==> config.mk <==
export PLATFORM = sky130hd
export DESIGN_NAME = weight_enum_flat
export DESIGN_NICKNAME = d
export VERILOG_FILES = /design/src/rtl/weight_enum_if.sv /design/src/rtl/weight_enum.sv /design/src/flat_wrapper.sv
export SDC_FILE = /design/constraint.sdc
export NUM_CORES = 1
export LEC_CHECK = 0
export BUFFER_PORTS_ARGS = -buffer_cell sky130_fd_sc_hd__buf_2
export CAP_MARGIN = 25
export CORE_UTILIZATION = 35
export CTS_BUF_LIST = sky130_fd_sc_hd__clkbuf_8
export CTS_CLUSTER_SIZE = 40
export DETAILED_ROUTE_END_ITERATION = 16
export GPL_ROUTABILITY_DRIVEN = 0
export GPL_TIMING_DRIVEN = 0
export PLACE_DENSITY = 0.62
export SLEW_MARGIN = 30
export SYNTH_ARGS = -nofsm -noshare
export SYNTH_HDL_FRONTEND = slang
export SYNTH_SLANG_ARGS = --single-unit
==> constraint.sdc <==
create_clock -name clk -period 7.9 [get_ports clk]
set_clock_uncertainty 0.05 [all_clocks]
set_input_delay 0 -clock clk [delete_from_list [all_inputs] [get_ports clk]]
set_output_delay 0 -clock clk [all_outputs]
set_load 0.1 [all_outputs]
==> src/rtl/weight_enum_if.sv <==
// Stream and control bundle for the weight enumerator.
interface weight_enum_if #(
    parameter int unsigned DATA_W = 10,
    parameter int unsigned POS_W  = $clog2(DATA_W + 1)
);
    logic              start;
    logic [POS_W-1:0]  k;
    logic              abort;
    logic              out_valid;
    logic              out_ready;
    logic [DATA_W-1:0] out_word;
    logic              out_last;
    logic [DATA_W-1:0] out_idx;
    logic              busy;
    logic              done;
    logic              err;

    // Controller / consumer side
    modport master (
        output start, k, abort, out_ready,
        input  out_valid, out_word, out_last, out_idx, busy, done, err
    );

    // Enumerator side
    modport slave (
        input  start, k, abort, out_ready,
        output out_valid, out_word, out_last, out_idx, busy, done, err
    );
endinterface

==> src/rtl/weight_enum.sv <==
// Streams every DATA_W-bit word of Hamming weight k in ascending order,
// one word per clock, using the next-combination (Gosper) rule.
module weight_enum #(
    parameter int unsigned DATA_W = 10,
    parameter int unsigned POS_W  = $clog2(DATA_W + 1)
) (
    input  logic            clk,
    input  logic            rst,
    weight_enum_if.slave    bus
);

    typedef enum logic [1:0] {
        S_IDLE = 2'd0,
        S_EMIT = 2'd1,
        S_FIN  = 2'd2
    } state_t;

    state_t            state_q, state_d;
    logic              out_valid_q, out_valid_d;
    logic [DATA_W-1:0] out_word_q, out_word_d;
    logic              out_last_q, out_last_d;
    logic [DATA_W-1:0] out_idx_q, out_idx_d;
    logic              busy_q, busy_d;
    logic              done_q, done_d;
    logic              err_q, err_d;
    logic [DATA_W-1:0] last_mask_q, last_mask_d;

    logic [POS_W-1:0]  k_in;
    logic              hs;
    logic [DATA_W-1:0] lsb_c;
    logic [DATA_W:0]   ripple_c;
    logic [DATA_W:0]   tail_c;
    logic [DATA_W-1:0] succ_c;
    int unsigned       tz_c;
    logic              tz_found;

    // Words with the n lowest bits set (n <= DATA_W)
    function automatic logic [DATA_W-1:0] low_ones(input int unsigned n);
        logic [DATA_W:0] t;
        t = ((DATA_W + 1)'(1) << n) - (DATA_W + 1)'(1);
        return t[DATA_W-1:0];
    endfunction

    assign k_in = bus.k;
    assign hs   = out_valid_q & bus.out_ready;

    // Next word of equal weight: add lowest set bit, refill the low ones
    always_comb begin
        tz_c     = 0;
        tz_found = 1'b0;
        for (int unsigned i = 0; i < DATA_W; i++) begin
            if (!tz_found && out_word_q[i]) begin
                tz_c     = i;
                tz_found = 1'b1;
            end
        end
        lsb_c    = out_word_q & (-out_word_q);
        ripple_c = {1'b0, out_word_q} + {1'b0, lsb_c};
        tail_c   = (ripple_c ^ {1'b0, out_word_q}) >> (tz_c + 32'd2);
        succ_c   = ripple_c[DATA_W-1:0] | tail_c[DATA_W-1:0];
    end

    // State and output next-value logic
    always_comb begin
        state_d     = state_q;
        out_valid_d = out_valid_q;
        out_word_d  = out_word_q;
        out_last_d  = out_last_q;
        out_idx_d   = out_idx_q;
        busy_d      = busy_q;
        done_d      = 1'b0;
        err_d       = 1'b0;
        last_mask_d = last_mask_q;

        case (state_q)
            S_IDLE: begin
                // abort is meaningless here, so a same-cycle start always wins
                if (bus.start) begin
                    if (32'(k_in) > DATA_W) begin
                        err_d = 1'b1;
                    end else begin
                        state_d     = S_EMIT;
                        out_valid_d = 1'b1;
                        busy_d      = 1'b1;
                        out_word_d  = low_ones(32'(k_in));
                        out_idx_d   = '0;
                        last_mask_d = ~low_ones(DATA_W - 32'(k_in));
                        out_last_d  = (low_ones(32'(k_in)) == ~low_ones(DATA_W - 32'(k_in)));
                    end
                end
            end
            S_EMIT: begin
                if (bus.abort) begin
                    state_d     = S_IDLE;
                    out_valid_d = 1'b0;
                    out_last_d  = 1'b0;
                    busy_d      = 1'b0;
                    out_word_d  = '0;
                    out_idx_d   = '0;
                end else if (hs) begin
                    if (out_last_q) begin
                        state_d     = S_FIN;
                        out_valid_d = 1'b0;
                        out_last_d  = 1'b0;
                        done_d      = 1'b1;
                    end else begin
                        out_word_d = succ_c;
                        out_idx_d  = out_idx_q + DATA_W'(1);
                        out_last_d = (succ_c == last_mask_q);
                    end
                end
            end
            S_FIN: begin
                state_d = S_IDLE;
                busy_d  = 1'b0;
            end
            default: begin
                state_d     = S_IDLE;
                out_valid_d = 1'b0;
                out_last_d  = 1'b0;
                busy_d      = 1'b0;
            end
        endcase
    end

    // Registers with asynchronous reset
    always_ff @(posedge clk or posedge rst) begin
        if (rst) begin
            state_q     <= S_IDLE;
            out_valid_q <= 1'b0;
            out_word_q  <= '0;
            out_last_q  <= 1'b0;
            out_idx_q   <= '0;
            busy_q      <= 1'b0;
            done_q      <= 1'b0;
            err_q       <= 1'b0;
            last_mask_q <= '0;
        end else begin
            state_q     <= state_d;
            out_valid_q <= out_valid_d;
            out_word_q  <= out_word_d;
            out_last_q  <= out_last_d;
            out_idx_q   <= out_idx_d;
            busy_q      <= busy_d;
            done_q      <= done_d;
            err_q       <= err_d;
            last_mask_q <= last_mask_d;
        end
    end

    assign bus.out_valid = out_valid_q;
    assign bus.out_word  = out_word_q;
    assign bus.out_last  = out_last_q;
    assign bus.out_idx   = out_idx_q;
    assign bus.busy      = busy_q;
    assign bus.done      = done_q;
    assign bus.err       = err_q;

endmodule

==> src/flat_wrapper.sv <==
// flat-port wrapper written by rule: the top's interface ports become plain ports
module weight_enum_flat 
#(
    parameter int unsigned DATA_W = 10,
    parameter int unsigned POS_W  = $clog2(DATA_W + 1)
)
  (clk, rst, bus_start, bus_k, bus_abort, bus_out_ready, bus_out_valid, bus_out_word, bus_out_last, bus_out_idx, bus_busy, bus_done, bus_err);
  weight_enum_if #(.DATA_W(DATA_W), .POS_W(POS_W)) bus_i ();
  input  logic clk;
  input  logic rst;
  input wire logic [$bits(bus_i.start)-1:0] bus_start;
  input wire logic [$bits(bus_i.k)-1:0] bus_k;
  input wire logic [$bits(bus_i.abort)-1:0] bus_abort;
  input wire logic [$bits(bus_i.out_ready)-1:0] bus_out_ready;
  output wire logic [$bits(bus_i.out_valid)-1:0] bus_out_valid;
  output wire logic [$bits(bus_i.out_word)-1:0] bus_out_word;
  output wire logic [$bits(bus_i.out_last)-1:0] bus_out_last;
  output wire logic [$bits(bus_i.out_idx)-1:0] bus_out_idx;
  output wire logic [$bits(bus_i.busy)-1:0] bus_busy;
  output wire logic [$bits(bus_i.done)-1:0] bus_done;
  output wire logic [$bits(bus_i.err)-1:0] bus_err;
  assign bus_i.start = bus_start;
  assign bus_i.k = bus_k;
  assign bus_i.abort = bus_abort;
  assign bus_i.out_ready = bus_out_ready;
  assign bus_out_valid = bus_i.out_valid;
  assign bus_out_word = bus_i.out_word;
  assign bus_out_last = bus_i.out_last;
  assign bus_out_idx = bus_i.out_idx;
  assign bus_busy = bus_i.busy;
  assign bus_done = bus_i.done;
  assign bus_err = bus_i.err;
  weight_enum #(.DATA_W(DATA_W), .POS_W(POS_W)) u_core (.clk(clk), .rst(rst), .bus(bus_i));
endmodule
==> results.ini <==
[cts]
cts.clk_slew.worst_paths_ns = 0.07
cts_buffer_depth = 2
htreeDepth = 2
cts_num_sinks = 37
cts_inserted_buffers = 5
post-cts-setup-buffer-count = 0
cts-root-buf = clkbuf_8
clkLatencyLatePin_ns = 0.30
cts_tree = yes

[critical_path]
critPathArrivalTime_ns = 4.20
crit_path_top_delay_cell = nor4_2
critical_path.max_stage_delay_ns = 0.65
required_ns = 8.04
crit_path_start_kind = flop
worstSetupPathType = flop to flop
cp_cell_sequence = nor4_2 -> nand2_1 -> o21a_1 -> clkinv_1 -> ha_1 -> clkbuf_1 -> a21oi_1 -> o21ai_0 -> a41oi_1 -> xnor2_1 -> or4_1 -> o31ai_2
worst-path-max-fanout = 10
path_buf_inv = 2
end_kind = flop
path_delay_family = simple AND/OR/NAND/NOR gates

[power_and_ir_drop]
leakage_nw = 1.62
vdd_drop_max_v = 0.000218
pwr_density_cell_mw_per_mm2 = 322

[synth]
syn_area_mm2 = 0.00348
synthCells = 477
seq_area_frac_synth_pct = 26.6
synth_top_area_share_pct = 26.6
synthArstFlopShare_pct = 100
synth.ff_latch_count = 37
synth_largest_area_cell = dfrtp_1
synthFlopType = dfrtp_1
synth_cell_type_count = 67
synth-edff-count = 0
avgSynthCellArea_um2 = 7.30
syn-num-nets = 495
synthTopCellsByArea = dfrtp_1 27%, o21ai_0 7.0%, nand2_1 6.1%
yosys_warnings = 0

[global_routing]
track_usage_pct = 20.7
grt_max_degree = 25
grt_pass1_vias = 3301
grt_pass1_wl_um = 16800
antenna_found_initial = 0
overflow = 0

[routing]
drc = 0
drt_iter0_drc = 261
wirelength_um = 10300
vias = 3750
drt-pass1-iter-count = 5
ant_nets = 0
wl_per_cell_um = 15.8
vias_per_cell = 5.73

[cells_and_area]
fin_cells = 655
nFillCells = 1039
area_growth_pct = 13.5
finalNetCount = 539
drive_gt1_share_pct = 11.7
antennaDiodeCount = 0
post-route-cell-area_mm2 = 0.00395

[timing]
finalHoldViolCount = 0
setup_viol = 0
setup-tns-final_ns = 0
relSlewSlack_pct = 44.9
fmax_mhz = 246
min_period_ns = 4.06
fin_ws_ns = 3.84
final_max_slew_viol_count = 0
fin_crit_sh_pct = 51.4
rsz0062_at_grt = false
worstMarginPinSlew_ns = 0.821
hold-worst-slack_ns = 0.0277

[outcome]
outcome = finished clean

[placed_design]
preCtsSetupSlack_ns = 3.61
dp_cells = 644
io_buffers = 33
place_area_mm2 = 0.00383
dp_hpwl_um = 7990

[min_path]
hp-class = input port to flop

[floorplanning]
die_h_um = 102
initial_core_util_pct = 35.8
die_x_um = 102
core-area_mm2 = 0.00973
rows = 36
dieArea_mm2 = 0.0104
ioPinCount = 34

[run]
cap_violations = 0

[per-stage QoR]
step	util, %	total power, mW
floorplan	-	0.939
global route	40.6	1.36
global placement	39.2	1.12
finish	40.6	1.27
CTS	40.6	1.26
detailed placement	39.4	1.13
[where the power goes]
group	internal, mW	leakage [nW]	switching, mW
sequential	0.225	0.472	0.0415
combinational	0.266	1.10	0.609
clock	0.0600	0.0491	0.0710
[path summary, 6_finish.rpt]
path	start	to	slack, ns	cells past startpoint
max reg2reg	u_core.bus.out_word[2]	u_core.bus.out_last	3.84	12
min reg2reg	u_core.last_mask_q[7]	u_core.last_mask_q[7]	0.46	1
max	u_core.bus.out_word[2]	u_core.bus.out_last	3.84	12
min in group asynchronous	rst	u_core.bus.out_idx[8]	0.16	3
max in group asynchronous	rst	u_core.bus.out_word[9]	7.19	4
min	bus_abort	u_core.bus.busy	0.03	4
[Yosys cell counts, drive strengths merged, types with 9 or more instances]
master,count
dfrtp,37
nand2b,9
nand3,17
clkbuf,32
o21ai,50
a21oi,30
ha,9
nor3,24
xnor2,17
inv,16
nor2,42
nand2,57
o31ai,9
a31oi,9
[metal layers]
metal	track usage, %	vias to the layer above	share of wire [%]
li1	-	1834	-
met1	30.4	1765	47
met2	30.9	134	45
met3	2.42	17	6.2
met4	7.25	0	2.2
met5	0	-	0
[layout by cell type, fill, tap and decap left out, drive strengths merged, types with 3 or more instances in the layout]
cell type	count
nor4	8
a221oi	5
o31ai	9
nor3	24
nor2b	8
nand3	17
o22ai	8
a21oi	30
or4	4
a22oi	3
a211oi	7
mux2i	3
or3	4
and2	3
buf	40
dlygate4sd3	3
nand2b	9
a31oi	9
and3	5
o221ai	3
nor2	42
dfrtp	37
xor2	5
ha	9
clkbuf	37
xnor2	17
a21o	4
clkinv	3
a211o	3
inv	17
nand4	4
mux2	4
o21ai	50
nand2	57
[timing repair]
action,in CTS,in global routing
hold buffers,3,0
endpoints found under the hold margin,40,0
gates resized for setup,0,0
[flip-flops by register name (all words and copies together) (netlist names)]
signal,cells
u_core.bus.out_idx,10
u_core.bus.err,1
u_core.state_q,2
u_core.bus.busy,1
u_core.bus.out_word,10
u_core.bus.done,1
u_core.bus.out_last,1
u_core.bus.out_valid,1
u_core.last_mask_q,10
[cell type report]
class | count | area [um2] | share of cell area (%)
buffer | 38 | 160 | 4.05
clock buffer | 5 | 68.8 | 1.74
clock inverter | 3 | 13.8 | 0.348
inverter | 17 | 63.8 | 1.61
multi-input combinational | 385 | 2340 | 59.2
sequential | 37 | 926 | 23.4
tap | 133 | 166 | 4.21
timing repair buffer | 37 | 215 | 5.44
[worst register-to-register path: cells and delay by family, from the launching register on]
| kind | cells | cell delay, ns |
|---|---|---|
| compound gates | 5 | 1.33 |
| buf+inv | 2 | 0.37 |
| xor+xnor | 1 | 0.11 |
| fa+ha+maj | 1 | 0.26 |
| simple gates | 3 | 1.38 |
| flops | 1 | 0.48 |
[cell families after synthesis]
kind of cell / Yosys count / share of synthesized area [%]
AOI/OAI and AO/OA: 154 / 28.8
xor gates and xnor gates: 22 / 5.53
adders and majority gates: 9 / 3.23
buffers and inverters: 55 / 6.43
DFF: 37 / 26.6
muxes: 7 / 2.51
and+or+nand+nor: 193 / 26.9
Power figures use the tool's default switching activity.
